[config.mk]
export PLATFORM = sky130hd
export DESIGN_NAME = fifo_gearbox
export DESIGN_NICKNAME = d
export VERILOG_FILES = /design/src/rtl/fifo_pkg.sv /design/src/rtl/fifo_gearbox_mem.sv /design/src/rtl/fifo_gearbox.sv
export SDC_FILE = /design/constraint.sdc
export NUM_CORES = 1
export LEC_CHECK = 0
export ABC_AREA = 1
export ABC_CLOCK_PERIOD_IN_PS = 9800
export CORE_ASPECT_RATIO = 0.7
export CORE_MARGIN = 4
export CORE_UTILIZATION = 35
export CTS_CLUSTER_SIZE = 28
export DETAILED_ROUTE_END_ITERATION = 10
export PLACE_DENSITY = 0.58
export SLEW_MARGIN = 5
export SYNTH_ARGS = -nofsm -noshare
export SYNTH_HDL_FRONTEND = slang
export SYNTH_SLANG_ARGS = --single-unit
[constraint.sdc]
create_clock -name clk -period 9.8 [get_ports clk]
set_input_delay 1.96 -clock clk [delete_from_list [all_inputs] [get_ports clk]]
set_output_delay 1.96 -clock clk [all_outputs]
set_load 0.02 [all_outputs]
[src/rtl/fifo_pkg.sv]
// Shared types and helpers for the width-converting FIFO: flush FSM
// encodings, the lane-keep mask and the explicit-wrap pointer adder.
package fifo_pkg;

   typedef enum logic [0:0] {
      IDLE  = 1'b0,
      DRAIN = 1'b1
   } flush_state_e;

   localparam int unsigned MASK_W = 32;

   function automatic logic [MASK_W-1:0] keep_mask(input int unsigned n, input int unsigned par);
      logic [MASK_W-1:0] m;
      m = {MASK_W{1'b0}};
      for (int unsigned i = 0; i < MASK_W; i++) begin
         m[i] = (i < n) && (i < par);
      end
      return m;
   endfunction

   // ptr < size and n <= size always hold, so one conditional subtract wraps it
   function automatic int unsigned ptr_add(input int unsigned ptr, input int unsigned n,
                                           input int unsigned size);
      int unsigned s;
      s = ptr + n;
      if (s >= size) begin
         s = s - size;
      end
      return s;
   endfunction

endpackage

[src/rtl/fifo_gearbox_mem.sv]
// Word storage for the gearbox FIFO: PAR_WRITE write lanes and PAR_READ
// combinational read lanes, each addressed with explicit modulo-MEM_SIZE wrap.
module fifo_gearbox_mem
   import fifo_pkg::*;
#(
   parameter int SIZE      = 16,
   parameter int MEM_SIZE  = 8,
   parameter int PAR_WRITE = 2,
   parameter int PAR_READ  = 4,
   parameter int PTR_W     = 3
) (
   input  logic                      clk_i,
   input  logic                      we_i,
   input  logic [PTR_W-1:0]          wr_ptr_i,
   input  logic [SIZE*PAR_WRITE-1:0] din_i,
   input  logic [PTR_W-1:0]          rd_ptr_i,
   output logic [SIZE*PAR_READ-1:0]  rd_data_o
);

   logic [SIZE-1:0] mem_q [MEM_SIZE];

   // Contents are deliberately not reset; level and pointers define validity
   always_ff @(posedge clk_i) begin
      if (we_i) begin
         for (int i = 0; i < PAR_WRITE; i++) begin
            mem_q[PTR_W'(ptr_add(32'(wr_ptr_i), i, MEM_SIZE))] <= din_i[i*SIZE +: SIZE];
         end
      end
   end

   always_comb begin
      rd_data_o = {(SIZE*PAR_READ){1'b0}};
      for (int i = 0; i < PAR_READ; i++) begin
         rd_data_o[i*SIZE +: SIZE] = mem_q[PTR_W'(ptr_add(32'(rd_ptr_i), i, MEM_SIZE))];
      end
   end

endmodule

[src/rtl/fifo_gearbox.sv]
// Width-converting FIFO: PAR_WRITE words in, PAR_READ words out, with level,
// almost flags and a flush mode that drains a partial remainder under out_keep.
module fifo_gearbox
   import fifo_pkg::*;
#(
   parameter int SIZE      = 16,
   parameter int MEM_SIZE  = 8,
   parameter int PAR_WRITE = 2,
   parameter int PAR_READ  = 4,
   parameter int AF_LEVEL  = MEM_SIZE - PAR_WRITE,
   parameter int AE_LEVEL  = PAR_READ,
   parameter int LVL_W     = $clog2(MEM_SIZE + 1)
) (
   input  logic                      clk,
   input  logic                      rstn,
   input  logic                      clear,
   input  logic                      in_valid,
   output logic                      in_ready,
   input  logic [SIZE*PAR_WRITE-1:0] din,
   output logic                      out_valid,
   input  logic                      out_ready,
   output logic [SIZE*PAR_READ-1:0]  dout,
   output logic [PAR_READ-1:0]       out_keep,
   input  logic                      flush,
   output logic [LVL_W-1:0]          level,
   output logic                      almost_full,
   output logic                      almost_empty
);

   localparam int PTR_W = (MEM_SIZE > 1) ? $clog2(MEM_SIZE) : 1;
   localparam logic [LVL_W-1:0] LVL_ROOM = LVL_W'(MEM_SIZE - PAR_WRITE);
   localparam logic [LVL_W-1:0] LVL_PR   = LVL_W'(PAR_READ);
   localparam logic [LVL_W-1:0] LVL_AF   = LVL_W'(AF_LEVEL);
   localparam logic [LVL_W-1:0] LVL_AE   = LVL_W'(AE_LEVEL);
   localparam logic [LVL_W:0]   PW_X     = (LVL_W+1)'(PAR_WRITE);

   flush_state_e                state_q, state_d;
   logic [LVL_W-1:0]            level_q, level_d;
   logic [PTR_W-1:0]            wr_ptr_q, wr_ptr_d;
   logic [PTR_W-1:0]            rd_ptr_q, rd_ptr_d;
   logic [LVL_W-1:0]            kept_s;
   logic [LVL_W:0]              level_ext_s;
   logic                        ir_s, ov_s, wr_s, rd_s;
   logic [PAR_READ-1:0]         keep_s;
   logic [SIZE*PAR_READ-1:0]    rd_data_s;
   logic [SIZE*PAR_READ-1:0]    dout_s;

   fifo_gearbox_mem #(
      .SIZE      (SIZE),
      .MEM_SIZE  (MEM_SIZE),
      .PAR_WRITE (PAR_WRITE),
      .PAR_READ  (PAR_READ),
      .PTR_W     (PTR_W)
   ) u_mem (
      .clk_i     (clk),
      .we_i      (wr_s && rstn && !clear),
      .wr_ptr_i  (wr_ptr_q),
      .din_i     (din),
      .rd_ptr_i  (rd_ptr_q),
      .rd_data_o (rd_data_s)
   );

   // Handshake flags, lane mask and masked read data, all from registered state
   always_comb begin
      kept_s = (level_q >= LVL_PR) ? LVL_PR : level_q;
      ir_s   = (state_q == IDLE) && (level_q <= LVL_ROOM);
      ov_s   = (level_q >= LVL_PR) || ((state_q == DRAIN) && (level_q != {LVL_W{1'b0}}));
      keep_s = ov_s ? PAR_READ'(keep_mask(32'(kept_s), PAR_READ)) : {PAR_READ{1'b0}};
      dout_s = {(SIZE*PAR_READ){1'b0}};
      for (int i = 0; i < PAR_READ; i++) begin
         dout_s[i*SIZE +: SIZE] = keep_s[i] ? rd_data_s[i*SIZE +: SIZE] : {SIZE{1'b0}};
      end
   end

   // Next level, pointers and flush state
   always_comb begin
      wr_s        = in_valid && ir_s;
      rd_s        = ov_s && out_ready;
      level_ext_s = {1'b0, level_q} + (wr_s ? PW_X : {(LVL_W+1){1'b0}})
                    - (rd_s ? {1'b0, kept_s} : {(LVL_W+1){1'b0}});
      level_d     = LVL_W'(level_ext_s);
      wr_ptr_d    = wr_s ? PTR_W'(ptr_add(32'(wr_ptr_q), PAR_WRITE, MEM_SIZE)) : wr_ptr_q;
      rd_ptr_d    = rd_s ? PTR_W'(ptr_add(32'(rd_ptr_q), 32'(kept_s), MEM_SIZE)) : rd_ptr_q;
      state_d     = state_q;
      case (state_q)
         IDLE: begin
            if (flush) state_d = DRAIN;
            else       state_d = IDLE;
         end
         DRAIN: begin
            if (level_d == {LVL_W{1'b0}}) state_d = IDLE;
            else                          state_d = DRAIN;
         end
         default: state_d = IDLE;
      endcase
   end

   // Reset and clear share one effect; reset outranks clear only nominally
   always_ff @(posedge clk) begin
      if (!rstn || clear) begin
         state_q  <= IDLE;
         level_q  <= {LVL_W{1'b0}};
         wr_ptr_q <= {PTR_W{1'b0}};
         rd_ptr_q <= {PTR_W{1'b0}};
      end else begin
         state_q  <= state_d;
         level_q  <= level_d;
         wr_ptr_q <= wr_ptr_d;
         rd_ptr_q <= rd_ptr_d;
      end
   end

   assign in_ready     = ir_s;
   assign out_valid    = ov_s;
   assign out_keep     = keep_s;
   assign dout         = dout_s;
   assign level        = level_q;
   assign almost_full  = (level_q >= LVL_AF);
   assign almost_empty = (level_q < LVL_AE);

endmodule

==> results by group, run 1 <==
Outcome
  • Status: complete, no violations

Layout
  • Post-layout net count: 1343
  • Filler Cell Count: 2576
  • Fin util: 42.9%
  • Antenna cells: 0
  • Multi-input logic area: 4370 sq um
  • Layout area overhead: 21.1%
  • Sequential cell area: 4110 sq um
  • Non-filler cells, final: 1636
  • Share of layout cells above drive strength 1: 6.13%

STA
  • PnR worst setup slack: 3.83 ns
  • WHS: 0.517 ns
  • Unrepaired setup endpoints after global routing: false
  • Fmax: 0.167 GHz
  • Fin Setup TNS: 0 ns
  • Setup Skew: 0.0123 ns
  • Relative slew slack: 17.4%
  • Fin crit share: 60.9%
  • Worst Tran Pin Value: 1.24 ns
  • Final max-slew violation count: 0
  • Crit path time final: 5.97 ns
  • Final setup vio count: 0
  • Hold Violations, Final: 0

Worst setup path
  • Worst R2R Start: level[2]
  • CP Max Fanout: 18
  • Slowest CP cell: dfxtp_1
  • Most frequent CP cell: buf_4
  • CP delay by family, top: buffers and inverters
  • FF-to-FF setup slack: 6.10 ns
  • Buffers plus inverters on the worst setup path: 4
  • Crit Path Class: flip-flop to output pin
  • WP depth: 8
  • Critical path launch point type: flip-flop
  • Critical path launch point: rd_ptr_q[1]
  • Worst EP required: 7.84 ns
  • Max incr delay on CP: 0.83 ns
  • CP Cell Sequence: buf_4 -> inv_1 -> ha_2 -> xor2_2 -> buf_4 -> a21oi_1 -> nor2_1 -> clkdlybuf4s50_1
  • WP data arrival: 4.01 ns
  • CP endpoint kind: output pin
  • FF-to-FF path depth: 15

CTS
  • CTS clk-pin slew, worst paths: 0.06 ns
  • TritonCTS Buffers: 17
  • CTS Hold Bufs: 0
  • # clock sinks: 141
  • CTS root buf: clkbuf_16
  • Latest clock arrival within the worst-skew pair: 0.43 ns
  • Post-CTS Resized: 0
  • Post-CTS Repair Setup Buffers: 0
  • CTS max path bufs: 2
  • Htree depth: 4
  • TritonCTS clock tree: yes

Floorplanning
  • Die width: 201 microns
  • Core area: 25600 sq um
  • Die Footprint: 28600 sq um
  • I/O Pins: 114
  • Cell Rows: 49
  • Starting density of the core: 35.5%
  • DIE HEIGHT: 143 microns

Synthesis
  • Post-synth EDFFs: 128
  • Post-Syn Area: 9080 sq um
  • Ys Warns: 0
  • Largest cells by area after synthesis: edfxtp_1 42%, nand2_1 15%, nand3_1 13%
  • Most used DFF post-synth: edfxtp_1
  • Yosys top cell area share: 42.3%
  • Asr flop ratio synth: 0%
  • Mapped Cells: 1224
  • Syn avg cell area: 7.42 sq um
  • Syn_nets: 1275
  • FF+latch count, synth: 141
  • Commonest cells in the netlist: 363 x nand2_1, 245 x nand3_1, 155 x nor2_1, 128 x edfxtp_1, 56 x inv_1
  • Count leader, synth: nand2_1
  • Seq/Total Area, Yosys: 45.2%
  • Post-synth cell types: 32
  • Synth area leader: edfxtp_1

Min path
  • Hold Path Class: flip-flop to flip-flop
  • Hold path cells: 2
  • Hold Startpoint: wr_ptr_q[1]

Flow run
  • Max_cap viols: 0

Placement
  • Placed cells: 1604
  • Placer congestion estimate: 0.804
  • Port Buffers: 113
  • Pre-CTS setup slack: 4.33 ns
  • Post-DP HPWL: 19100 microns

Detailed routing
  • Drt first pass iters: 6
  • Routed vias/inst: 5.42
  • DR vias: 8874
  • Wire per inst: 19.1 microns
  • Initial DRC Count: 1132
  • Final WL: 31300 microns
  • Detail Route Antenna Nets: 0
  • Drt drc: 0

Power
  • VDD IR max: 0.000124 V
  • P_leak: 4.25 nW
  • Power Density: 206 nW/um^2

GRT
  • Initial antenna violation count: 0
  • Global-route met2 utilization: 31.8%
  • Vias in the first global route: 8222
  • GR Layer Usage met1: 31.4%
  • Met3 usage: 4.72%
  • Largest net degree at the start of global routing: 123
  • GRT Util Overall: 21.3%
  • GR peak layer: met2
  • First-pass GRT wire length: 47900 microns
  • Grt ovf: 0
[cells in the final DEF (no fill, tap or decap), types with 2 or more instances in the layout]
cell type        instances
clkbuf_1                 4
dfxtp_1                 12
nand3_1                245
o21ai_0                 48
nor2_2                   2
nor2_1                 155
o211ai_1                29
clkinv_2                 3
buf_4                   18
inv_1                   56
nand2_1                363
nor3b_2                  4
clkinvlp_4               2
clkdlybuf4s50_1        113
a21oi_2                 10
inv_2                    5
a21oi_1                 51
nand4_1                  3
or2_2                    7
clkinv_4                 2
ha_1                     9
bufinv_16                4
clkbuf_16               17
edfxtp_1               128
fa_1                     3
[kinds of logic after synthesis]
group / count (synthesis) / share of synthesized area (%)
adders and majority gates: 13 / 2.04
and+or+nand+nor: 782 / 36.3
xor gates and xnor gates: 4 / 0.551
DFF: 141 / 45.2
buffers and inverters: 144 / 6.95
AOI/OAI and AO/OA: 140 / 8.99
[stage by stage]
step	total power, mW	instance area (sq um)
2_1_floorplan	1.21	9080
3_3_place_gp	1.58	10400
3_5_place_dp	1.59	10400
4_1_cts	2.27	11000
5_1_grt	2.37	11000
6_report	2.26	11000
[worst register-to-register path, stage by stage, from the launching register on]
cell and delay (ns):
dfxtp_1 0.37, nor2_2 0.31, nand3_2 0.66, nand2_1 0.37, inv_1 0.13, nand2_1 0.08, inv_1 0.05, fa_1 0.47
inv_1 0.04, ha_1 0.21, fa_1 0.43, xor2_1 0.17, nand2_1 0.08, nand2_1 0.05, o21bai_1 0.13, inv_1 0.05
[path summary, 6_finish.rpt]
kind / endpoint
worst max-delay path: dout[50]
worst min register to register: wr_ptr_q[1]
worst min-delay path: wr_ptr_q[1]
worst max register to register: state_q
[flip-flops by register name, summed over array words and instances (netlist names), named ones only]
register and count:
state_q 1, wr_ptr_q 2, u_mem.mem_q 128, rd_ptr_q 3, level 4
[where the power goes]
| group | internal [mW] | switching [mW] | leakage, nW |
|---|---|---|---|
| Sequential | 0.670 | 0.0178 | 1.26 |
| Clock | 0.425 | 0.255 | 0.291 |
| Combinational | 0.323 | 0.571 | 2.70 |
[metal layers]
metal / share of wire (%) / wire (microns)
met5: 0 / 0
met4: 1.4 / 442
met3: 8.9 / 2790
met2: 43 / 13400
met1: 47 / 14600
[area by class of cell]
class,count,share of cell area (%)
multi-input combinational,939,39.7
clock inverter,11,1.52
inverter,62,2.12
clock buffer,21,4.00
tap,331,3.76
sequential,141,37.3
timing repair buffer,131,11.5
Note: power is estimated with default switching activity, not from simulation.
==> run 2: changes to the inputs <==
ABC_CLOCK_PERIOD_IN_PS = 5850   (was 9800)
clock period = 5.85 ns   (was 9.8 ns; I/O delays follow)
==> run 2 against run 1 <==
Register-to-register slack worse by 3.8 ns; power is 65% higher; clock power is 57% higher; combinational power is 67% higher; first-iteration DRC count is 1.5% lower; critical endpoint is now dout[39]; highest routed layer unchanged.
==> results by group, run 2 (same netlist as run 1, synthesis figures left out) <==
STA
  • Fin crit share: 84.0%
  • Relative slew slack: 22.1% (was 17.4%)
  • Hold Violations, Final: 0 (unchanged)
  • Fmax: 0.204 GHz
  • Setup Skew: 0.00777 ns (was 0.0123 ns)
  • Final setup vio count: 0 (unchanged)
  • Unrepaired setup endpoints after global routing: false (unchanged)
  • Crit path time final: 4.91 ns
  • PnR worst setup slack: 0.938 ns (was 3.83 ns)
  • Worst Tran Pin Value: 1.17 ns (was 1.24 ns)
  • WHS: 0.510 ns (was 0.517 ns)
  • Final max-slew violation count: 0 (unchanged)
  • Fin Setup TNS: 0 ns (unchanged)

Worst setup path
  • Slowest CP cell: nor2_2 (was dfxtp_1)
  • Critical path launch point type: flip-flop (unchanged)
  • Worst R2R Start: level[2] (unchanged)
  • FF-to-FF setup slack: 2.26 ns (was 6.10 ns)
  • Max incr delay on CP: 0.83 ns (about the same)
  • CP Max Fanout: 17 (was 18)
  • FF-to-FF path depth: 15 (unchanged)
  • Crit Path Class: flip-flop to output pin (unchanged)
  • CP Cell Sequence: nor2_2 -> or2_1 -> buf_4 -> a21oi_1 -> nor3_1 -> clkdlybuf4s50_1 (was buf_4 -> inv_1 -> ha_2 -> xor2_2 -> buf_4 -> a21oi_1 -> nor2_1 -> clkdlybuf4s50_1)
  • Worst EP required: 4.68 ns (was 7.84 ns)
  • Reg2reg end: state_q (unchanged)
  • WP data arrival: 3.74 ns (was 4.01 ns)
  • CP endpoint kind: output pin (unchanged)

Layout
  • Top reg by flops: u_mem.mem_q (unchanged)
  • Sequential cell area: 4110 sq um (unchanged)
  • Fin util: 42.8% (was 42.9%)
  • Share of layout cells above drive strength 1: 6.13% (about the same)
  • Layout area overhead: 20.8% (was 21.1%)
  • Filler Cell Count: 2572 (was 2576)
  • Antenna cells: 0 (unchanged)
  • Multi-input logic area: 4370 sq um (unchanged)
  • Post-layout net count: 1344 (was 1343)
  • Non-filler cells, final: 1635 (was 1636)
  • Most common cell after layout, fill and taps aside: nand2_1 (unchanged)
  • Design area: 11000 sq um (about the same)
  • Largest register FFs: 128 (unchanged)
  • Most frequent cells in the layout: 363 x nand2_1, 245 x nand3_1, 155 x nor2_1 (unchanged)

GRT
  • Vias in the first global route: 7954 (was 8222)
  • Grt ovf: 0 (unchanged)
  • GRT Util Overall: 21.1% (was 21.3%)
  • First-pass GRT wire length: 47000 microns (was 47900 microns)
  • Initial antenna violation count: 0 (unchanged)
  • Largest net degree at the start of global routing: 105 (was 123)

CTS
  • CTS max path bufs: 2 (unchanged)
  • Htree depth: 4 (unchanged)
  • TritonCTS Buffers: 17 (unchanged)
  • Post-CTS Repair Setup Buffers: 0 (unchanged)
  • Latest clock arrival within the worst-skew pair: 0.42 ns (was 0.43 ns)
  • CTS clk-pin slew, worst paths: 0.06 ns (about the same)
  • TritonCTS clock tree: yes (unchanged)
  • Post-CTS Resized: 0 (unchanged)
  • CTS root buf: clkbuf_16 (unchanged)
  • # clock sinks: 141 (unchanged)
  • CTS Hold Bufs: 0 (unchanged)

Detailed routing
  • Wire per inst: 18.8 microns (was 19.1 microns)
  • DR vias: 8861 (was 8874)
  • Detail Route Antenna Nets: 0 (unchanged)
  • Drt first pass iters: 7 (was 6)
  • Routed vias/inst: 5.42 (about the same)
  • Final WL: 30800 microns (was 31300 microns)
  • Drt drc: 0 (unchanged)
  • Initial DRC Count: 1115 (was 1132)

Placement
  • Placement-stage cell area: 10400 sq um (about the same)
  • Port Buffers: 113 (unchanged)
  • Placed cells: 1605 (was 1604)
  • Post-DP HPWL: 19200 microns (was 19100 microns)
  • Placer congestion estimate: 0.866 (was 0.804)
  • Pre-CTS setup slack: 1.38 ns (was 4.33 ns)

Floorplanning
  • Core area: 25600 sq um (unchanged)
  • Cell Rows: 49 (unchanged)
  • Die width: 201 microns (unchanged)
  • Die Footprint: 28600 sq um (unchanged)
  • Starting density of the core: 35.5% (unchanged)
  • I/O Pins: 114 (unchanged)
  • DIE HEIGHT: 143 microns (unchanged)

Min path
  • Hold path cells: 2 (unchanged)
  • Min-Delay Endpoint: wr_ptr_q[2] (was wr_ptr_q[1])
  • Hold Startpoint: wr_ptr_q[2] (was wr_ptr_q[1])
  • Hold Path Class: flip-flop to flip-flop (unchanged)

Power
  • VDD IR max: 0.000222 V (was 0.000124 V)
  • Power Total: 3.73 mW (was 2.26 mW)
  • P_leak: 4.23 nW (was 4.25 nW)
  • Power Density: 339 nW/um^2 (was 206 nW/um^2)

Flow run
  • Max_cap viols: 0 (unchanged)

Outcome
  • Status: complete, no violations (unchanged)
-- run 2: cell type report --
cell class / instances / share of cell area, %
multi-input cells: 939 / 39.8
clock buffers: 17 / 3.88
clock inverters: 13 / 1.37
inverters: 62 / 2.12
well taps: 331 / 3.77
repair buffers: 132 / 11.6
flip-flops and latches: 141 / 37.4
-- run 2: worst max path at each step --
stage / startpoint / end / slack [ns] / cells past startpoint
6_report: rd_ptr_q[2] / dout[39] / 0.94 / 6
5_1_grt: rd_ptr_q[2] / dout[39] / 0.77 / 6
4_1_cts: rd_ptr_q[2] / dout[39] / 0.90 / 6
3_5_place_dp: rd_ptr_q[2] / dout[39] / 1.38 / 6
3_3_place_gp: rd_ptr_q[2] / dout[39] / 1.47 / 6
2_1_floorplan: rstn / u_mem.mem_q[0][0] / 1.32 / 4
-- run 2: critical path: cells and delay by family, from the launching register on --
| kind | cells | cell delay [ns] |
|---|---|---|
| buffers and inverters | 2 | 1.00 |
| AND/OR/NAND/NOR | 3 | 1.68 |
| AO/OA/AOI/OAI | 1 | 0.06 |
| flip-flops | 1 | 0.57 |
-- run 2: metal layers --
layer | global-route usage [%] | part of all wire [%]
met5 | 0 | 0
met4 | 5.32 | 1.4
met3 | 4.52 | 11
met2 | 31.9 | 42
met1 | 30.9 | 46
-- run 2: power breakdown --
group	internal [mW]	total, mW	switching, mW
Combinational	0.539	1.49	0.956
Clock	0.660	1.07	0.414
Sequential	1.12	1.16	0.0333
Total	2.32	3.73	1.40
